`config.mk`:
```
export PLATFORM = sky130hd
export DESIGN_NAME = vga_fb_fetch
export DESIGN_NICKNAME = d
export VERILOG_FILES = /design/src/rtl/vga_fb_fetch.sv
export SDC_FILE = /design/constraint.sdc
export NUM_CORES = 1
export LEC_CHECK = 0
export CORE_ASPECT_RATIO = 1.75
export CORE_MARGIN = 8
export CORE_UTILIZATION = 60
export CTS_BUF_LIST = sky130_fd_sc_hd__clkbuf_2 sky130_fd_sc_hd__clkbuf_4 sky130_fd_sc_hd__clkbuf_8
export CTS_CLUSTER_SIZE = 30
export DETAILED_ROUTE_END_ITERATION = 12
export GPL_TIMING_DRIVEN = 0
export PLACE_DENSITY = 0.87
export SYNTH_ARGS = -nofsm -noshare
export SYNTH_HDL_FRONTEND = slang
export SYNTH_SLANG_ARGS = --single-unit
```
`constraint.sdc`:
```
create_clock -name clk -period 2.6 [get_ports clk]
set_input_delay 0.65 -clock clk [delete_from_list [all_inputs] [get_ports clk]]
set_output_delay 0.65 -clock clk [all_outputs]
set_load 0.005 [all_outputs]
```
`src/rtl/vga_fb_fetch.sv`:
```
// vga_fb_fetch: framebuffer prefetcher for a VGA pipeline.
// Reads RGB332 bytes sequentially from memory into a small pixel FIFO and
// pops one pixel per pix_en strobe, expanding it to 8-bit-per-channel colour.
//
// Ports:
//   clk, rst            clock, asynchronous active-high reset
//   frame_start         one-clk pulse at start of frame (restarts fetching)
//   pix_en              one-clk strobe per active pixel (pops the FIFO)
//   mem_req, mem_addr   read request / address to framebuffer memory
//   mem_ack, mem_rdata  request accepted, data valid in the same cycle
//   r, g, b             expanded pixel colour, registered
//   underflow           sticky: pix_en seen with an empty FIFO
//   fifo_level          current FIFO occupancy
module vga_fb_fetch #(
    parameter int unsigned H_ACTIVE   = 640,
    parameter int unsigned V_ACTIVE   = 480,
    parameter int unsigned FB_BASE    = 0,
    parameter int unsigned FIFO_DEPTH = 16,
    parameter int unsigned ADDR_W     = 19
) (
    input  logic                          clk,
    input  logic                          rst,
    input  logic                          frame_start,
    input  logic                          pix_en,
    output logic                          mem_req,
    output logic [ADDR_W-1:0]             mem_addr,
    input  logic                          mem_ack,
    input  logic [7:0]                    mem_rdata,
    output logic [7:0]                    r,
    output logic [7:0]                    g,
    output logic [7:0]                    b,
    output logic                          underflow,
    output logic [$clog2(FIFO_DEPTH):0]   fifo_level
);

    localparam int unsigned PTR_W = $clog2(FIFO_DEPTH);
    localparam int unsigned LVL_W = PTR_W + 1;
    localparam int unsigned TOTAL = H_ACTIVE * V_ACTIVE;
    localparam int unsigned CNT_W = $clog2(TOTAL + 1);

    localparam logic [ADDR_W-1:0] BASE_ADDR = ADDR_W'(FB_BASE);
    localparam logic [CNT_W-1:0]  LAST_CNT  = CNT_W'(TOTAL);
    localparam logic [LVL_W-1:0]  DEPTH_LVL = LVL_W'(FIFO_DEPTH);

    localparam logic [1:0] IDLE  = 2'd0;
    localparam logic [1:0] FETCH = 2'd1;
    localparam logic [1:0] REQ   = 2'd2;
    localparam logic [1:0] DONE  = 2'd3;

    logic [1:0]        state_q, state_d;
    logic [ADDR_W-1:0] addr_q, addr_d;
    logic [CNT_W-1:0]  cnt_q, cnt_d, cnt_inc;
    logic              restart_q, restart_d;
    logic [LVL_W-1:0]  level_q, level_d;
    logic [PTR_W-1:0]  wr_ptr_q, wr_ptr_d;
    logic [PTR_W-1:0]  rd_ptr_q, rd_ptr_d;
    logic              underflow_q, underflow_d;
    logic [7:0]        r_q, r_d, g_q, g_d, b_q, b_d;
    logic [7:0]        fifo_mem [FIFO_DEPTH];
    logic [7:0]        pix;

    logic ack_hit, restart_now, flush, push, pop;

    always_comb begin
        ack_hit     = (state_q == REQ) && mem_ack;
        // A restart requested while a read is in flight completes on that read's ack;
        // the returned byte belongs to the old frame and is dropped.
        restart_now = ack_hit && (restart_q || frame_start);
        flush       = (frame_start && (state_q != REQ)) || restart_now;
        push        = ack_hit && !restart_now;
        // frame_start (and the flush it causes) takes priority over a pop.
        pop         = pix_en && !frame_start && !flush && (level_q != '0);

        underflow_d = underflow_q | (pix_en && (level_q == '0));

        level_d  = level_q;
        wr_ptr_d = wr_ptr_q;
        rd_ptr_d = rd_ptr_q;
        if (flush) begin
            level_d  = '0;
            wr_ptr_d = '0;
            rd_ptr_d = '0;
        end else begin
            if (push) wr_ptr_d = wr_ptr_q + 1'b1;
            if (pop)  rd_ptr_d = rd_ptr_q + 1'b1;
            if (push && !pop)      level_d = level_q + 1'b1;
            else if (pop && !push) level_d = level_q - 1'b1;
        end

        pix = fifo_mem[rd_ptr_q];
        r_d = 8'h00;
        g_d = 8'h00;
        b_d = 8'h00;
        if (pop) begin
            r_d = {pix[7:5], pix[7:5], pix[7:6]};
            g_d = {pix[4:2], pix[4:2], pix[4:3]};
            b_d = {4{pix[1:0]}};
        end

        cnt_inc   = cnt_q + 1'b1;
        state_d   = state_q;
        addr_d    = addr_q;
        cnt_d     = cnt_q;
        restart_d = restart_q;

        case (state_q)
            IDLE: begin
                if (frame_start) begin
                    state_d = FETCH;
                    addr_d  = BASE_ADDR;
                    cnt_d   = '0;
                end
            end
            FETCH: begin
                if (frame_start) begin
                    addr_d = BASE_ADDR;
                    cnt_d  = '0;
                end else if (level_q < DEPTH_LVL) begin
                    state_d = REQ;
                end
            end
            REQ: begin
                if (restart_now) begin
                    state_d   = FETCH;
                    addr_d    = BASE_ADDR;
                    cnt_d     = '0;
                    restart_d = 1'b0;
                end else if (ack_hit) begin
                    addr_d = addr_q + 1'b1;
                    cnt_d  = cnt_inc;
                    if (cnt_inc == LAST_CNT)      state_d = DONE;
                    else if (level_d < DEPTH_LVL) state_d = REQ;
                    else                          state_d = FETCH;
                end else if (frame_start) begin
                    // Keep the request up; the address must not move until ack.
                    restart_d = 1'b1;
                end
            end
            DONE: begin
                if (frame_start) begin
                    state_d = FETCH;
                    addr_d  = BASE_ADDR;
                    cnt_d   = '0;
                end
            end
            default: state_d = IDLE;
        endcase
    end

    always_ff @(posedge clk or posedge rst) begin
        if (rst) begin
            state_q     <= IDLE;
            addr_q      <= BASE_ADDR;
            cnt_q       <= '0;
            restart_q   <= 1'b0;
            level_q     <= '0;
            wr_ptr_q    <= '0;
            rd_ptr_q    <= '0;
            underflow_q <= 1'b0;
            r_q         <= 8'h00;
            g_q         <= 8'h00;
            b_q         <= 8'h00;
        end else begin
            state_q     <= state_d;
            addr_q      <= addr_d;
            cnt_q       <= cnt_d;
            restart_q   <= restart_d;
            level_q     <= level_d;
            wr_ptr_q    <= wr_ptr_d;
            rd_ptr_q    <= rd_ptr_d;
            underflow_q <= underflow_d;
            r_q         <= r_d;
            g_q         <= g_d;
            b_q         <= b_d;
        end
    end

    // Storage needs no reset: occupancy is tracked by the pointers and level.
    always_ff @(posedge clk) begin
        if (push) fifo_mem[wr_ptr_q] <= mem_rdata;
    end

    assign mem_req    = (state_q == REQ);
    assign mem_addr   = addr_q;
    assign r          = r_q;
    assign g          = g_q;
    assign b          = b_q;
    assign underflow  = underflow_q;
    assign fifo_level = level_q;

endmodule

```
==> results.yml <==
clocking:
  tritoncts: "built"
  clk_latency_ps: 470
  cts-buffers-inserted: 17
  root_buffer: "clkbuf_8"
  clk_pin_slew_ps: 110
  htreeDepth: 4
  clk_path_buf_depth: 2
  clock_sinks: 191
final_layout:
  syn_to_final_growth_pct: 16.7
  final_cells: 863
  layout_common_cells: "edfxtp_1, dfrtp_1, clkdlybuf4s50_1"
  layout-drive-gt1-share_pct: 17.9
  final_area_mm2: 0.00986
  finalNetCount: 699
  mostFrequentLayoutCell: "edfxtp_1"
  fillers: 857
  diodes: 0
power_and_ir_drop:
  p_comb_share_pct: 28.6
  power.density_mw_per_mm2: 810
  cellLeakagePower_nw: 3.55
  p_total_mw: 7.99
  ir_drop_uv: 544
  p_switching_mw: 2.68
  p_sw_share_pct: 33.5
  internal_power_mw: 5.31
  p_seq_share_pct: 45.4
  p_clk_share_pct: 26.0
routing:
  wirelength_um: 19100
  drcViolationCount: 0
  drtIter0Drc: 360
  firstDrtPassIters: 5
  viasPerCell: 6.24
  vias: 5389
  drtAntennaViolNets: 0
  wl_per_cell_um: 22.1
critical_path:
  startpoint_type: "flop"
  critical_path_buf_inv_count: 1
  cp_slowest_cell: "nor3_2"
  cp.arrival_ps: 2620
  cp_top_family: "simple AND/OR/NAND/NOR gates"
  slowest_delay_ps: 770
  path_class: "flop to flop"
  crit_fanout: 9
  endpoint_kind: "flop"
  worstPathRequired_ps: 2680
  crit_chain: "inv_1, ha_1, and4bb_2, nand2_1, nor3_2"
yosys:
  yosys.area_share.adder_pct: 1.92
  synth_area_leaders: "edfxtp_1, dfrtp_1, mux4_2"
  synth_warnings: 0
  synth_cell_types: 56
  yosysSeqAreaShare_pct: 64.1
  syn_nets: 616
  synth.area.mux_share_pct: 11.0
  netlist_area_mm2: 0.00845
  synth_top_family_by_area: "multiplexers"
  synthXorXnorAreaFrac_pct: 3.21
  synth-async-reset-ratio_pct: 33.0
  synth_top_flop_cell: "edfxtp_1"
  ys_ff_latch: 191
  yosysTopAreaCell: "edfxtp_1"
  synth-simple-area-share_pct: 10.8
  synth_top_area_share_pct: 45.5
  synth_cells: 590
  synth-edff-count: 128
  synth_compound_area_share_pct: 5.80
  avgSynthCellArea_um2: 14.3
placed_design:
  placed_area_mm2: 0.00931
  place_inst: 830
  place.gp.congestion: 0.854
  port_buffers: 62
  dpl.hpwl_um: 13500
worst_hold_path:
  hold_path_class: "flop to flop"
sta:
  maxSlewHeadroom_pct: 34.3
  slew_viol_final: 0
  fin_tns_setup_ps: 0
  setup_violations: 0
  fmax_mhz: 393
  rsz0062_at_grt: "true"
  fin_crit_ps: 2540
  clock_skew_ps: 19.6
  fin_crit_sh_pct: 97.8
  hold_violations: 0
  tightest_slew_ps: 980
die:
  die_h_um: 173
  dieArea_mm2: 0.0183
  initial_core_util_pct: 61.1
  die_x_um: 106
  row_count: 57
  core_mm2: 0.0138
  ioPinCount: 63
global_routing:
  grt_overflow_total: 0
  grt_pass1_wl_um: 30200
  grt_usage_pct: 21.4
  grt_max_degree: 37
  antenna_found_initial: 0
  grt_pass1_vias: 5630
job:
  drv_cap: 0
outcome:
  status: "finished clean"
==> per-stage QoR <==
step           setup slack, ps  hold slack [ps]  util, %
2_1_floorplan              323              451        -
3_3_place_gp              -678              441     67.2
3_5_place_dp              -671              468     67.3
4_1_cts                  -6.40              491     70.9
5_1_grt                  -65.5              511     71.3
6_report                  57.0              490     71.3
==> Yosys cell counts, types with 3 or more instances <==
cell type,number
xnor2_1,12
nor2b_1,5
inv_1,11
clkbuf_1,15
buf_1,3
mux2i_1,4
xor2_1,19
and3_1,15
o21ai_0,30
nor2_1,52
nand2b_1,7
a21oi_1,17
nand4_1,6
mux4_2,39
nand2_1,44
nor3_1,11
nand3_1,19
dfrtp_1,63
ha_1,13
edfxtp_1,128
nor4_1,4
buf_4,16
o31ai_1,6
a21o_1,4
and2_1,3
buf_2,5
==> worst paths after layout <==
path / to / slack [ps] / cells after the start / from
setup / recovery: fifo_mem[1][1] / 60 / 5 / state_q[0]
max in group asynchronous: fifo_level[1] / 1400 / 3 / rst
hold reg to reg: underflow / 490 / 1 / underflow
min in group asynchronous: mem_addr[17] / 580 / 2 / rst
hold / removal: underflow / 490 / 1 / underflow
setup reg to reg: fifo_mem[1][1] / 60 / 5 / state_q[0]
==> final cells by class <==
class,count,area [um2],share of cell area (%)
tap,177,221,2.25
multi-input combinational,347,2840,28.8
timing repair buffer,65,656,6.65
inverter,11,41.3,0.419
clock inverter,15,223,2.26
clock buffer,17,234,2.37
sequential,191,5420,54.9
buffer,40,225,2.28
==> kinds of logic (layout without fill, tap and decap cells) <==
logic type / after synthesis / count (layout)
buffers and inverters: 52 / 148
multiplexers: 44 / 44
XOR/XNOR: 31 / 31
adder cells (fa/ha/maj): 13 / 13
AND/OR/NAND/NOR: 181 / 181
AO/OA/AOI/OAI: 78 / 78
flip-flops: 191 / 191
==> metal layers <==
layer / share of wire [%] / vias up / wire [um] / GRT usage, %
met5: 0 / - / 0 / 0
met4: 4.7 / 0 / 901 / 12.0
met3: 4.5 / 73 / 864 / 3.61
met2: 57 / 241 / 10800 / 39.4
met1: 34 / 2692 / 6460 / 21.9
li1: - / 2383 / - / -
==> flip-flops by register name (all words and copies together), names as in the netlist <==
register / count
fifo_mem: 128
restart_q: 1
cnt_q: 19
state_q: 2
mem_addr: 19
wr_ptr_q: 4
underflow: 1
fifo_level: 5
b: 2
g: 3
r: 3
rd_ptr_q: 4
==> timing repair <==
action | 4_1_cts | 5_1_grt
hold buffers | 0 | 0
resized for setup | 10 | 12
setup endpoints to repair | 41 | 49
buffers inserted | 0 | 2
gates cloned | 0 | 0
==> power by group through the flow <==
stage,combinational (mW),clock (mW),sequential (mW)
6_report,2.28,2.08,3.63
5_1_grt,2.44,2.21,3.66
4_1_cts,2.23,2.10,3.62
3_5_place_dp,2.20,0,3.67
3_3_place_gp,2.08,0,3.65
2_1_floorplan,1.44,0,3.63
Power figures use the tool's default switching activity.
